`config.mk`:
```
export PLATFORM = sky130hd
export DESIGN_NAME = keypad_entry_ctrl_flat
export DESIGN_NICKNAME = d
export VERILOG_FILES = /design/src/rtl/keypad_pkg.sv /design/src/rtl/keypad_entry_ctrl_if.sv /design/src/rtl/keypad_entry_ctrl_disp_scan.sv /design/src/rtl/keypad_entry_ctrl.sv /design/src/flat_wrapper.sv
export SDC_FILE = /design/constraint.sdc
export NUM_CORES = 1
export LEC_CHECK = 0
export BUFFER_PORTS_ARGS = -buffer_cell sky130_fd_sc_hd__buf_2
export CORE_MARGIN = 2
export CORE_UTILIZATION = 45
export DETAILED_ROUTE_END_ITERATION = 6
export HOLD_SLACK_MARGIN = 0.1
export PLACE_DENSITY = 0.68
export SLEW_MARGIN = 20
export SYNTH_ARGS = -nofsm -noshare
export SYNTH_HDL_FRONTEND = slang
export SYNTH_SLANG_ARGS = --single-unit
export TNS_END_PERCENT = 10
```
`constraint.sdc`:
```
create_clock -name clk -period 2.9 [get_ports clk]
set_clock_uncertainty 0.05 [all_clocks]
set_input_delay 0.435 -clock clk [delete_from_list [all_inputs] [get_ports clk]]
set_output_delay 0.435 -clock clk [all_outputs]
set_load 0.03 [all_outputs]
```
`src/rtl/keypad_pkg.sv`:
```
// Shared constants, FSM encoding and key helpers for the keypad entry path.
package keypad_pkg;

    localparam int DIGITS = 6;
    localparam int NIB_W  = 4;

    localparam logic [3:0] KEY_BKSP = 4'd10;
    localparam logic [3:0] KEY_CLR  = 4'd11;
    localparam logic [3:0] KEY_ENT  = 4'd15;

    localparam logic [0:0] IDLE = 1'b0;
    localparam logic [0:0] HELD = 1'b1;

    function automatic logic one_hot(input logic [15:0] v);
        return (v != 16'd0) && ((v & (v - 16'd1)) == 16'd0);
    endfunction

    function automatic logic [3:0] key_idx(input logic [15:0] v);
        logic [3:0] r;
        r = '0;
        for (int i = 0; i < 16; i++)
            if (v[i]) r = 4'(i);
        return r;
    endfunction

endpackage

```
`src/rtl/keypad_entry_ctrl_if.sv`:
```
// Keypad input and display/commit output bundle of the entry controller.
interface keypad_entry_ctrl_if;
    import keypad_pkg::*;

    logic [15:0]      key_deb;
    logic [NIB_W-1:0] disp_data;
    logic             disp_blank;
    logic [5:0]       seg_sel;
    logic [2:0]       entry_cnt;
    logic [23:0]      value_out;
    logic             value_valid;
    logic             entry_err;

    modport master (
        output key_deb,
        input  disp_data, disp_blank, seg_sel,
        input  entry_cnt, value_out,
        input  value_valid, entry_err
    );

    modport slave (
        input  key_deb,
        output disp_data, disp_blank, seg_sel,
        output entry_cnt, value_out,
        output value_valid, entry_err
    );

endinterface

```
`src/rtl/keypad_entry_ctrl_disp_scan.sv`:
```
// Digit refresh: divider, position rotation and per-position nibble/blank.
module disp_scan #(
    parameter int CLK_HZ  = 50000000,
    parameter int SCAN_HZ = 1000
) (
    input  logic        clk,
    input  logic        rstn,
    input  logic [23:0] buffer,
    input  logic [2:0]  entry_cnt,
    output logic [5:0]  seg_sel,
    output logic [3:0]  disp_data,
    output logic        disp_blank
);
    import keypad_pkg::*;

    localparam int TC = CLK_HZ / SCAN_HZ - 1;
    localparam int DW = (TC > 0) ? $clog2(TC + 1) : 1;

    logic [DW-1:0] div;
    logic [2:0]    idx;
    logic [2:0]    nxt_idx;
    logic          tc_hit;

    always_comb begin
        tc_hit  = (div == DW'(TC));
        nxt_idx = idx;
        if (tc_hit)
            nxt_idx = (idx == 3'd5) ? 3'd0 : idx + 3'd1;
    end

    // Outputs follow nxt_idx so select, data and blank move together.
    always_ff @(posedge clk or negedge rstn) begin
        if (!rstn) begin
            div        <= '0;
            idx        <= '0;
            seg_sel    <= 6'b111110;
            disp_data  <= '0;
            disp_blank <= 1'b0;
        end else begin
            div        <= tc_hit ? '0 : div + DW'(1);
            idx        <= nxt_idx;
            seg_sel    <= ~(6'b000001 << nxt_idx);
            disp_data  <= buffer[{nxt_idx, 2'b00} +: NIB_W];
            disp_blank <= (nxt_idx >= entry_cnt) && (nxt_idx != 3'd0);
        end
    end

endmodule

```
`src/rtl/keypad_entry_ctrl.sv`:
```
// Key event FSM and 6-digit BCD entry buffer driving the scanned display.
module keypad_entry_ctrl #(
    parameter int CLK_HZ  = 50000000,
    parameter int SCAN_HZ = 1000,
    parameter int DIGITS  = 6
) (
    input  logic               clk,
    input  logic               rstn,
    keypad_entry_ctrl_if.slave bus
);
    import keypad_pkg::*;

    localparam logic [2:0] FULL = 3'(DIGITS);

    logic [0:0]  state;
    logic [23:0] buffer;
    logic [2:0]  cnt;
    logic [23:0] value;
    logic        vld;
    logic        err;
    logic        act;
    logic [3:0]  k;

    always_comb begin
        act = (state == IDLE) && one_hot(bus.key_deb);
        k   = key_idx(bus.key_deb);
    end

    always_ff @(posedge clk or negedge rstn) begin
        if (!rstn) begin
            state  <= IDLE;
            buffer <= '0;
            cnt    <= '0;
            value  <= '0;
            vld    <= 1'b0;
            err    <= 1'b0;
        end else begin
            vld <= 1'b0;
            err <= 1'b0;
            unique case (state)
                IDLE: if (bus.key_deb != 16'd0) state <= HELD;
                HELD: if (bus.key_deb == 16'd0) state <= IDLE;
            endcase
            if (act) begin
                unique case (1'b1)
                    (k <= 4'd9): begin
                        if (cnt < FULL) begin
                            buffer <= {buffer[19:0], k};
                            cnt    <= cnt + 3'd1;
                        end else begin
                            err <= 1'b1;
                        end
                    end
                    (k == KEY_BKSP): begin
                        if (cnt != 3'd0) begin
                            buffer <= {4'd0, buffer[23:4]};
                            cnt    <= cnt - 3'd1;
                        end
                    end
                    (k == KEY_CLR): begin
                        buffer <= '0;
                        cnt    <= '0;
                    end
                    (k == KEY_ENT): begin
                        value  <= buffer;
                        vld    <= 1'b1;
                        buffer <= '0;
                        cnt    <= '0;
                    end
                    default: ;
                endcase
            end
        end
    end

    assign bus.entry_cnt   = cnt;
    assign bus.value_out   = value;
    assign bus.value_valid = vld;
    assign bus.entry_err   = err;

    disp_scan #(
        .CLK_HZ  (CLK_HZ),
        .SCAN_HZ (SCAN_HZ)
    ) u_scan (
        .clk        (clk),
        .rstn       (rstn),
        .buffer     (buffer),
        .entry_cnt  (cnt),
        .seg_sel    (bus.seg_sel),
        .disp_data  (bus.disp_data),
        .disp_blank (bus.disp_blank)
    );

endmodule

```
`src/flat_wrapper.sv`:
```
// flat-port wrapper written by rule: the top's interface ports become plain ports
module keypad_entry_ctrl_flat import keypad_pkg::*;
#(
    parameter int CLK_HZ  = 50000000,
    parameter int SCAN_HZ = 1000,
    parameter int DIGITS  = 6
)
  (clk, rstn, bus_key_deb, bus_disp_data, bus_disp_blank, bus_seg_sel, bus_entry_cnt, bus_value_out, bus_value_valid, bus_entry_err);
  keypad_entry_ctrl_if bus_i ();
  input  logic clk;
  input  logic rstn;
  input wire logic [$bits(bus_i.key_deb)-1:0] bus_key_deb;
  output wire logic [$bits(bus_i.disp_data)-1:0] bus_disp_data;
  output wire logic [$bits(bus_i.disp_blank)-1:0] bus_disp_blank;
  output wire logic [$bits(bus_i.seg_sel)-1:0] bus_seg_sel;
  output wire logic [$bits(bus_i.entry_cnt)-1:0] bus_entry_cnt;
  output wire logic [$bits(bus_i.value_out)-1:0] bus_value_out;
  output wire logic [$bits(bus_i.value_valid)-1:0] bus_value_valid;
  output wire logic [$bits(bus_i.entry_err)-1:0] bus_entry_err;
  assign bus_i.key_deb = bus_key_deb;
  assign bus_disp_data = bus_i.disp_data;
  assign bus_disp_blank = bus_i.disp_blank;
  assign bus_seg_sel = bus_i.seg_sel;
  assign bus_entry_cnt = bus_i.entry_cnt;
  assign bus_value_out = bus_i.value_out;
  assign bus_value_valid = bus_i.value_valid;
  assign bus_entry_err = bus_i.entry_err;
  keypad_entry_ctrl #(.CLK_HZ(CLK_HZ), .SCAN_HZ(SCAN_HZ), .DIGITS(DIGITS)) u_core (.clk(clk), .rstn(rstn), .bus(bus_i));
endmodule
```
* After elaboration in Yosys (flattened, before gate mapping)
Cells that the tools add are included.
** Operators by class
- Reduce and logical (&&, ||, !) cells :: 12
- $add $sub $neg :: 5
- Bitwise logic cells :: 3
- $lt $le $gt $ge :: 3
- Multiply operators :: 0
- Shift operators :: 2
- Equality and inequality tests :: 7
- Muxes and demuxes :: 32
- Divide/modulo/power cells :: 0
** Operators by type and width (number)
- 24-bit case mux with 3 select lines :: 1
- 4-bit 2-to-1 mux :: 14
- 24-bit 2-to-1 mux :: 2
- 16-bit logical NOT :: 2
- 24-bit by 6-bit variable part select with 4-bit output :: 1
- 16-bit by 1-bit adder with 16-bit output (second input constant) :: 1
- 16-bit AND :: 1
- 16-bit equality test (second input constant) :: 1
- 16-bit 2-to-1 mux :: 1
- 16-bit nonzero test :: 1
- 16-bit by 1-bit subtractor with 16-bit output (second input constant) :: 1
- 4-bit equality test (second input constant) :: 3
- 3-bit 2-to-1 mux :: 4
- 3-bit case mux with 3 select lines :: 1
- 3-bit nonzero test :: 3
- 1-bit 2-to-1 mux :: 8
- 3-bit by 1-bit adder with 3-bit output (second input constant) :: 2
- 6-bit inverter :: 1
- 1-bit by 3-bit left shift with 6-bit output (first input constant) :: 1
- 4-bit less-or-equal comparator (second input constant) :: 1
- 2-bit != test (second input constant) :: 2
- 4-bit AND reduction :: 1
- 3-bit equality test (second input constant) :: 1
- 3-bit greater-or-equal comparator :: 1
- 7 further kinds :: 9
** Word-level totals
- Latch bits :: 0
- Memories :: 0
- Memory bits (writable) :: 0
- Bits in read-only memories :: 0
- Register bits after elaboration :: 84

* Logic depth before layout (Yosys ltp)
Gate-level depths: netlist of the first run.
- Word-level depth :: 19
- Depth in mapped cells :: 12
- Gate-level depth less buffers :: 10

* Modules after synthesis
A second synthesis of the first run with hierarchy kept.
** Second synthesis, totals
- Cell total of the unflattened synthesis :: 449
- Area total of the unflattened synthesis :: 4673.2 um^2
** Modules (own cells, without submodules)
- keypad_entry_ctrl :: sequential area each 1351.3 um^2, cells an instance 254, area an instance 2718.9 um^2, instances 1
- disp_scan :: sequential area each 757.0 um^2, cells an instance 195, area an instance 1954.4 um^2, instances 1

* Worst setup path after synthesis of the first run
Ideal clock, no wire load.
- Path type :: register -> register
- From :: reg u_core.u_scan.div[0]
- To :: reg u_core.u_scan.disp_blank
- Clock period less this slack :: 2.545 ns
- Arrival time :: 2.376 ns
- Path buffers :: 3
- Slack :: 0.355 ns
- Stages on the path, launching flop included :: 13
- Path through :: dfrtp_1 ha_1 and3_1 clkbuf_1 and4_1 clkbuf_1 clkbuf_1 xnor2_1 ha_1 nand2b_1 a21o_1 a21oi_1 nor2b_1
** Between the ends
- Word-level cells in the longest chain between the ends :: 4
** Ends and longest elaborated chain
- start: declaration :: line keypad_entry_ctrl_disp_scan.sv:19 : logic [DW-1:0] div;
- start signal: assignment :: line keypad_entry_ctrl_disp_scan.sv:40 : div <= tc_hit ? '0 : div + DW'(1);
- 16-bit equality test (*) :: line keypad_entry_ctrl_disp_scan.sv:25 : tc_hit = (div == DW'(TC));
- 3-bit 2-to-1 mux (*) :: line keypad_entry_ctrl_disp_scan.sv:27 : if (tc_hit)
- 3-bit greater-or-equal comparator or 3-bit nonzero test (tied branches) :: line keypad_entry_ctrl_disp_scan.sv:44 : disp_blank <= (nxt_idx >= entry_cnt) && (nxt_idx != 3'd0);
- 1-bit logical AND (*) :: line keypad_entry_ctrl_disp_scan.sv:44
- end signal: assignment :: line keypad_entry_ctrl_disp_scan.sv:44
- end: declaration :: line keypad_entry_ctrl_disp_scan.sv:12 : output logic disp_blank
Every way passes the cells marked *; elsewhere a longest branch is shown, timed or not.
A chain may end at the register's enable or synchronous reset.

* Final worst setup path of the first run
- From :: reg u_core.u_scan.div[12]
- To :: reg u_core.u_scan.disp_blank
** Between the ends
- Word-level cells in the longest chain between the ends :: 4
** Ends and longest elaborated chain
- 16-bit equality test (*) :: line keypad_entry_ctrl_disp_scan.sv:25
- 3-bit 2-to-1 mux (*) :: line keypad_entry_ctrl_disp_scan.sv:27
- named net u_core.u_scan.nxt_idx[1] :: line keypad_entry_ctrl_disp_scan.sv:21 : logic [2:0] nxt_idx;
- 3-bit greater-or-equal comparator or 3-bit nonzero test (tied branches) :: line keypad_entry_ctrl_disp_scan.sv:44
- 1-bit logical AND (*) :: line keypad_entry_ctrl_disp_scan.sv:44
The timed path passes the listed nets; every way through them passes the cells marked *.

==> impl_metrics.csv, run 1 <==
group,metric,value,unit
drt,via_per_inst,5.53,
place,dp.cells,570,
flow_run,maxCapViolCount,0,
clock_network,cts_tree,"built",
sta,clock.fmax,0.385,GHz
pwr,power_frac_comb,4.4,%
yosys,ys_seq_area_share,48.2,%
worst_hold_path,worstHoldPathType,"in2async",
drt,wl_per_cell,16.2,µm
sta,setup_tns,0,ps
pwr,clkPwrFrac,40.0,%
yosys,yosysTopAreaCellShare,45.2,%
sta,slew-limit-headroom,49.5,%
yosys,syn_inst,394,
floorplan,dieWidth,103,µm
setup_path,required,3100,ps
floorplan,ioPinCount,58,
drt,dr.first_iter.drc_count,145,
clock_network,htreeDepth,3,
sta,period_share,89.5,%
clock_network,cts_root_buf,"clkbuf_8",
pwr,power_frac_seq,55.6,%
yosys,synth_enable_flop_cells,0,
yosys,synth_seq_cells,84,
yosys,synth_common_cells,"dfrtp_1, nor2_1, mux2_2",
run_status,outcome,"completed",
setup_path,start_kind,"flip-flop",
pwr,p_sw,502,µW
clock_network,path_clk_slew,80,ps
pwr,power_density,421,nW/µm²
grt,antenna_found_initial,0,
place,gp_congestion,0.874,
setup_path,crit_chain,"nor4bb_1 > and4_1 > nand2_1 > mux2_2 > ha_1 > a21o_1 > a21oi_1 > nor2b_1",
place,dp_hpwl,6670,µm
clock_network,cts_sinks,84,
setup_path,cp_max_fo,6,
clock_network,ctsLongestPathBuffers,2,
drt,route.detailed.drc,0,
yosys,synth_most_common_cell,"dfrtp_1",
yosys,yosysTopAreaCell,"dfrtp_1",
sta,drv_slew,0,
final_layout,num-fill-cells,836,
setup_path,crit_arrival,2800,ps
yosys,async_reset_ff_share,100,%
final_layout,layout-drive-gt1-share,30.6,%
yosys,netlist_top_cells_area,"dfrtp_1, mux2_2, mux2_4",
yosys,synth_warnings,0,
yosys,synth_fp_nets,417,
sta,hold_viol_final,0,
setup_path,path_class,"reg2reg",
yosys,post_synth_num_cell_types,54,
grt,grt_usage,19.4,%
pwr,finalPower,2.10,mW
yosys,netlist_area,4370,µm²
final_layout,fin_nets,475,
floorplan,rows,35,
grt,grt_max_degree,85,
sta,final.min_clock_period,2590,ps
floorplan,die-height,103,µm
clock_network,cts_resized,0,
setup_path,slowest_delay,450,ps
place,place_ws,154,ps
clock_network,cts_hold_buf,0,
setup_path,crit_family,"simple AND/OR/NAND/NOR gates",
yosys,synth_ff_type,"dfrtp_1",
final_layout,fin_util,53.6,%
drt,ant_nets,0,
clock_network,cts_made_buffers,9,
setup_path,worstSetupEndpointType,"flip-flop",
setup_path,cp_num_buf_inv,0,
grt,overflow,0,
pwr,power.leakage,2.47,nW
grt,grt_pass1_vias,3168,
drt,firstDrtPassIters,4,
pwr,intPower,1.60,mW
sta,worst_slew_pin_slew,757,ps
final_layout,final_cells,586,
place,io_buffers,57,
pwr,switching_share,23.9,%
sta,post-route-worst-setup-slack,305,ps
grt,grt_pass1_wl,15900,µm
floorplan,core-area,9330,µm²
floorplan,die-area,10500,µm²
drt,vias,3242,
drt,wirelength,9480,µm
clock_network,post_cts_buffers,0,
sta,grt_setup_unrepaired,"no",
pwr,ir_worst_vdd,0.334,mV
final_layout,antenna_cells,0,
clock_network,clk-insertion-delay-late,360,ps
sta,finalSetupViolations,0,
yosys,avgSynthCellArea,11.1,µm²
floorplan,start_util,46.9,%
final_layout,syn2layout_area_growth,14.3,%
setup_path,critPathSlowestCell,"nor4bb_1",
==> flip-flops by register name, indices dropped and copies added (netlist names) <==
signal / cells
u_core.buffer: 24
u_core.bus.value_valid: 1
u_core.u_scan.disp_data: 4
u_core.u_scan.seg_sel: 6
u_core.bus.entry_err: 1
u_core.u_scan.idx: 3
u_core.state: 1
u_core.u_scan.disp_blank: 1
u_core.bus.value_out: 24
u_core.bus.entry_cnt: 3
u_core.u_scan.div: 16
==> cells by family after synthesis <==
kind of cell    share of synthesized area [%]
fa+ha+maj                                2.06
flops                                    48.2
buf+inv                                  3.32
mux                                      14.8
simple gates                             15.0
compound gates                           13.6
xor+xnor                                 3.00
==> layout by cell type (no fill, tap or decap), types with 3 or more instances in the layout <==
cell type  instances
a221o_1            9
nand4_1            5
nor2_1            30
a22o_1            22
xnor2_1            6
dfstp_2            5
dfrtp_1           79
nor4_1             7
clkbuf_8           9
mux2_2            29
mux2_4            16
xor2_1             9
o21ai_0           10
nand2_1           25
inv_1             16
or3_1              3
nand2b_1           4
mux2i_1            8
buf_2             56
ha_1               4
and2_1             6
a211oi_1           5
nand3_1           15
buf_4              8
a21oi_1           16
and3_1             9
==> power groups by stage <==
| stage | clock [mW] | sequential, mW | combinational, mW |
|---|---|---|---|
| after detailed placement | 0 | 1.19 | 0.0926 |
| after floorplan | 0 | 1.19 | 0.0364 |
| after CTS | 0.869 | 1.17 | 0.0928 |
| after global routing | 0.916 | 1.17 | 0.105 |
| final | 0.842 | 1.17 | 0.0918 |
| after global placement | 0 | 1.19 | 0.0901 |
==> worst paths after layout <==
| check | cells past startpoint | from | slack, ps | end |
|---|---|---|---|---|
| hold reg to reg | 1 | u_core.u_scan.div[0] | 420 | u_core.u_scan.div[0] |
| max in group asynchronous | 1 | rstn | 2230 | u_core.u_scan.div[13] |
| min in group clk | 1 | u_core.u_scan.div[0] | 420 | u_core.u_scan.div[0] |
| setup / recovery | 8 | u_core.u_scan.div[12] | 310 | u_core.u_scan.disp_blank |
| hold / removal | 1 | rstn | 70 | u_core.u_scan.div[2] |
| setup reg to reg | 8 | u_core.u_scan.div[12] | 310 | u_core.u_scan.disp_blank |
==> area by class of cell <==
class                   instances  area [µm²]  area share [%]
clock buffers                  10         128            2.55
clock inverters                 6        71.3            1.43
inverters                      16        60.1            1.20
multi-input cells             276        2120            42.4
flip-flops and latches         84        2110            42.2
well taps                     129         161            3.23
repair buffers                 65         352            7.03
==> metrics by stage <==
stage / hold slack [ps] / area [µm²]
after global placement: 388 / 4800
after floorplan: 89.4 / 4370
after CTS: 245 / 5000
after detailed placement: 414 / 4800
final: 72.4 / 5000
after global routing: 137 / 5000
==> per-layer routing <==
layer	vias to the layer above	part of all wire, %	GRT usage, %
met5	-	0	0
met3	14	3.6	3.46
met2	65	48	30.8
met4	0	1.3	6.26
li1	1562	-	-
met1	1601	47	27.2
No activity file was read; power rests on OpenSTA's default activity.
==> run 2: changes to the inputs <==
CORE_UTILIZATION = 41   (was 45)
PLACE_DENSITY = 0.63   (was 0.68)
==> run 2 against run 1 <==
Net effect: worst hold slack worse by 28 ps; count of clock-buffer cells in the layout unchanged; sequential power about the same; register-to-register slack better by 30 ps; clock power up 12%; critical path type unchanged; critical endpoint unchanged; worst setup slack better by 33 ps; highest routed layer unchanged.
==> impl_metrics.csv, run 2 (synthesis results as in run 1) <==
group,metric,value,unit
setup_path,r2r_cells,8,
sta,grt_setup_unrepaired,"no",
place,io_buffers,57,
drt,ant_nets,0,
run_status,outcome,"completed",
drt,route.detailed.drc,0,
sta,drv_slew,0,
setup_path,crit_arrival,2760,ps
setup_path,required,3100,ps
sta,slew-limit-headroom,48.6,%
grt,grt_pass1_vias,3199,
drt,via_per_inst,5.50,
pwr,switching_share,22.6,%
clock_network,cts_resized,0,
grt,antenna_found_initial,0,
sta,finalSetupViolations,0,
place,dp.cells,579,
grt,grt_pass1_wl,16100,µm
grt,overflow,0,
setup_path,r2r_slack,340,ps
setup_path,rr_startpoint,"u_core.u_scan.div[12]",
floorplan,die-height,107,µm
final_layout,fin_util,49.0,%
grt,grt_max_degree,85,
final_layout,syn2layout_area_growth,15.8,%
pwr,power_density,435,nW/µm²
drt,wl_per_cell,16.3,µm
clock_network,cts_tree,"built",
grt,grt_usage,18.0,%
setup_path,slowest_delay,450,ps
setup_path,cp_max_fo,5,
pwr,power_frac_comb,4.2,%
clock_network,htreeDepth,3,
flow_run,maxCapViolCount,0,
worst_hold_path,worstHoldPathType,"in2async",
clock_network,cts_root_buf,"clkbuf_8",
floorplan,die-area,11500,µm²
setup_path,worstSetupEndpointType,"flip-flop",
final_layout,antenna_cells,0,
final_layout,layout_common_cells,"dfrtp_1, buf_2, nor2_1",
drt,firstDrtPassIters,4,
sta,clock.fmax,0.390,GHz
final_layout,num-fill-cells,953,
pwr,power.leakage,2.51,nW
final_layout,layout-drive-gt1-share,31.2,%
floorplan,core-area,10300,µm²
clock_network,ctsLongestPathBuffers,2,
pwr,ir_worst_vdd,0.194,mV
sta,period_share,88.3,%
clock_network,cts_made_buffers,9,
pwr,p_sw,499,µW
sta,hold_viol_final,0,
final_layout,final_common_cell,"dfrtp_1",
setup_path,path_class,"reg2reg",
setup_path,crit_family,"simple AND/OR/NAND/NOR gates",
pwr,clkPwrFrac,42.7,%
sta,worst_slew_pin_slew,771,ps
final_layout,fin_nets,477,
sta,final.min_clock_period,2560,ps
setup_path,cp_num_buf_inv,0,
setup_path,start_kind,"flip-flop",
setup_path,crit_chain,"nor4bb_1 > and4_1 > nand2_1 > mux2_2 > ha_1 > a21o_1 > a21oi_1 > nor2b_1",
drt,dr.first_iter.drc_count,188,
clock_network,post_cts_buffers,0,
sta,setup_tns,0,ps
setup_path,r2r_end,"u_core.u_scan.disp_blank",
pwr,finalPower,2.20,mW
place,gp_congestion,0.831,
final_layout,final_cells,595,
clock_network,cts_hold_buf,0,
drt,vias,3273,
place,dp_hpwl,6760,µm
pwr,intPower,1.70,mW
floorplan,ioPinCount,58,
floorplan,rows,37,
drt,wirelength,9670,µm
floorplan,start_util,42.4,%
floorplan,dieWidth,107,µm
pwr,power_frac_seq,53.1,%
clock_network,clk-insertion-delay-late,370,ps
clock_network,path_clk_slew,90,ps
clock_network,cts_sinks,84,
setup_path,critPathSlowestCell,"nor4bb_1",
[run 2: changes by cell type in the layout (fill, tap and decap cells not counted)]
cell        previous run  this run
clkinv_4               1         2
buf_12                 0         1
clkbuf_8               9        10
buf_4                  8         9
clkinv_2               0         2
clkbuf_1               1         0
bufinv_16              1         2
inv_6                  2         0
clkinvlp_4             2         0
[run 2: worst max path at each step]
stage / startpoint / end / slack (ps) / depth (start not counted)
floorplan: u_core.u_scan.div[0] / u_core.u_scan.disp_blank / 360 / 12
global placement: bus_key_deb[2] / u_core.buffer[18] / 320 / 8
detailed placement: bus_key_deb[2] / u_core.buffer[14] / 270 / 8
CTS: u_core.u_scan.div[12] / u_core.u_scan.disp_blank / 330 / 8
global route: u_core.u_scan.div[12] / u_core.u_scan.disp_blank / 160 / 8
finish: u_core.u_scan.div[12] / u_core.u_scan.disp_blank / 340 / 8
[run 2: worst register-to-register path, delay by kind of cell, from the launching register on]
family	cells	cell delay (ps)
DFF	1	420
and+or+nand+nor	4	1060
AOI/OAI and AO/OA	2	290
muxes	1	340
adders and majority gates	1	280
[run 2: power groups by stage]
stage / clock (mW) / combinational (mW) / sequential [mW]
2_1_floorplan: 0 / 0.0364 / 1.19
3_3_place_gp: 0 / 0.0921 / 1.19
3_5_place_dp: 0 / 0.0937 / 1.19
4_1_cts: 0.973 / 0.0938 / 1.17
5_1_grt: 1.03 / 0.106 / 1.17
6_report: 0.940 / 0.0929 / 1.17
[run 2: metrics by stage]
step / area (µm²) / setup slack (ps) / hold slack [ps]
final: 5060 / 338 / 44.9
after detailed placement: 4830 / 270 / 408
after floorplan: 4370 / 355 / 89.4
after global placement: 4830 / 320 / 391
after CTS: 5060 / 334 / 240
after global routing: 5060 / 157 / 103
[run 2: area by class of cell]
type                    instances  area, µm²  area share (%)
clock inverters                 6       87.6            1.73
repair buffers                 67        379            7.49
clock buffers                  10        138            2.72
multi-input cells             276       2120            41.9
well taps                     136        170            3.36
flip-flops and latches         84       2110            41.6
inverters                      16       60.1            1.19
[run 2: layer usage]
| layer | global-route usage, % | vias up | part of all wire (%) |
|---|---|---|---|
| met1 | 24.0 | 1616 | 48 |
| met3 | 4.90 | 8 | 3.9 |
| met5 | 0 | - | 0 |
| met4 | 5.10 | 0 | 1.3 |
| li1 | - | 1569 | - |
| met2 | 28.8 | 80 | 47 |
==> run 3: changes to the inputs <==
BUFFER_PORTS_ARGS = -buffer_cell sky130_fd_sc_hd__clkbuf_2   (was -buffer_cell sky130_fd_sc_hd__buf_2)
==> run 3 against run 2 <==
Net effect: first-iteration DRC count down 13%; global-route usage up 0.36 points; sequential share of layout area up 0.19 points; die area unchanged; final cell count unchanged; count of clock-buffer cells in the layout up 2; critical path depth unchanged; non-clock buffer count unchanged; fmax up 2.1%; power down 3.7%.
==> impl_metrics.csv, run 3 (synthesis results as in run 1) <==
group,metric,value,unit
run_status,outcome,"completed",
setup_path,path_class,"reg2reg",
clock_network,post_cts_buffers,0,
drt,vias,3230,
sta,hold_viol_final,0,
final_layout,finish.instance_area,5040,µm²
grt,grt_pass1_wl,16400,µm
final_layout,fin_util,48.8,%
sta,slew-limit-headroom,48.8,%
final_layout,syn2layout_area_growth,15.3,%
sta,drv_slew,0,
final_layout,final_cells,595,
floorplan,dieWidth,107,µm
drt,routed-wl-met3,392,µm
sta,worst_slew_pin_slew,768,ps
clock_network,cts_tree,"built",
setup_path,cp_num_buf_inv,0,
sta,finalSetupViolations,0,
sta,post-route-worst-setup-slack,390,ps
place,placed_cell_area,4830,µm²
final_layout,final_common_cell,"dfrtp_1",
setup_path,slowest_delay,420,ps
setup_path,cp.depth,8,
setup_path,required,3100,ps
final_layout,fin_nets,477,
setup_path,crit_family,"simple AND/OR/NAND/NOR gates",
clock_network,cts_root_buf,"clkbuf_8",
setup_path,critPathSlowestCell,"dfrtp_1",
place,place_ws,190,ps
pwr,ir_worst_vdd,0.157,mV
final_layout,seqCellArea,2110,µm²
drt,ant_nets,0,
setup_path,start_kind,"flip-flop",
clock_network,cts_hold_buf,0,
setup_path,rr_startpoint,"u_core.u_scan.div[12]",
flow_run,maxCapViolCount,0,
final_layout,layout_common_cells,"dfrtp_1, clkbuf_2, nor2_1",
floorplan,core-area,10300,µm²
floorplan,die-height,107,µm
floorplan,rows,37,
place,dp_hpwl,6820,µm
drt,top_layer_used,"met4",
clock_network,cts_sinks,84,
final_layout,layout-drive-gt1-share,30.9,%
clock_network,path_clk_slew,80,ps
final_layout,antenna_cells,0,
grt,grt_usage,18.3,%
pwr,finalPower,2.12,mW
clock_network,clk-insertion-delay-late,360,ps
sta,setup_tns,0,ps
drt,wirelength,9680,µm
grt,antenna_found_initial,0,
drt,route.detailed.drc,0,
drt,dr_wl_met2,4490,µm
floorplan,ioPinCount,58,
setup_path,critPathCapture,"u_core.u_scan.disp_blank",
final_layout,multi_input_area,2120,µm²
setup_path,crit_arrival,2700,ps
sta,hold_slack,49.1,ps
place,io_buffers,57,
setup_path,cp_max_fo,5,
sta,period_share,86.5,%
floorplan,start_util,42.4,%
setup_path,worstSetupEndpointType,"flip-flop",
clock_network,ctsLongestPathBuffers,2,
clock_network,cts_made_buffers,9,
grt,grt_max_degree,85,
setup_path,r2r_end,"u_core.u_scan.disp_blank",
sta,final.min_clock_period,2510,ps
place,dp.cells,579,
grt,overflow,0,
clock_network,cts_resized,0,
setup_path,r2r_slack,390,ps
setup_path,r2r_cells,8,
drt,wl_met1,4630,µm
sta,clock.fmax,0.398,GHz
pwr,power.leakage,2.48,nW
place,gp_congestion,0.832,
grt,grt_pass1_vias,3279,
clock_network,htreeDepth,3,
sta,grt_setup_unrepaired,"no",
worst_hold_path,worstHoldPathType,"in2async",
drt,dr.first_iter.drc_count,164,
floorplan,die-area,11500,µm²
pwr,power_density,421,nW/µm²
drt,via_per_inst,5.43,
setup_path,crit_chain,"nor4bb_1 > and4_1 > nand2_1 > mux2_2 > ha_1 > a21o_1 > a21oi_1 > nor2b_1",
final_layout,num-fill-cells,959,
setup_path,cp-startpoint,"u_core.u_scan.div[12]",
drt,firstDrtPassIters,4,
drt,wl_per_cell,16.3,µm
[run 3: metal layers]
layer | track usage (%) | up-vias
met5 | 0 | -
met4 | 6.03 | 0
met3 | 5.02 | 12
met2 | 28.4 | 64
met1 | 24.9 | 1589
li1 | - | 1565
[run 3: worst register-to-register path, delay by kind of cell (launching register included)]
| family | cells | cell delay [ps] |
|---|---|---|
| fa+ha+maj | 1 | 280 |
| flops | 1 | 420 |
| compound gates | 2 | 300 |
| simple gates | 4 | 1010 |
| mux | 1 | 340 |
[run 3: how the worst min path moves through the flow]
stage                                 endpoint  cells after the start            startpoint
after floorplan               u_core.buffer[0]                      0                  rstn
after global placement    u_core.u_scan.div[0]                      1  u_core.u_scan.div[0]
after detailed placement  u_core.u_scan.div[0]                      1  u_core.u_scan.div[0]
after CTS                 u_core.u_scan.div[3]                      1                  rstn
after global routing      u_core.u_scan.div[5]                      1                  rstn
final                     u_core.u_scan.div[5]                      1                  rstn
[run 3: area by class of cell]
cell class / count / area share (%)
inverters: 16 / 1.19
clock inverters: 4 / 0.943
multi-input cells: 276 / 42.1
repair buffers: 67 / 7.52
well taps: 136 / 3.38
flip-flops and latches: 84 / 41.8
clock buffers: 12 / 3.08
[run 3: report_power, final]
group          switching (mW)  total [mW]  internal, mW
clock network           0.417       0.860         0.443
logic                  0.0664      0.0924        0.0261
registers          0.00000503        1.17          1.17
total                   0.484        2.12          1.64
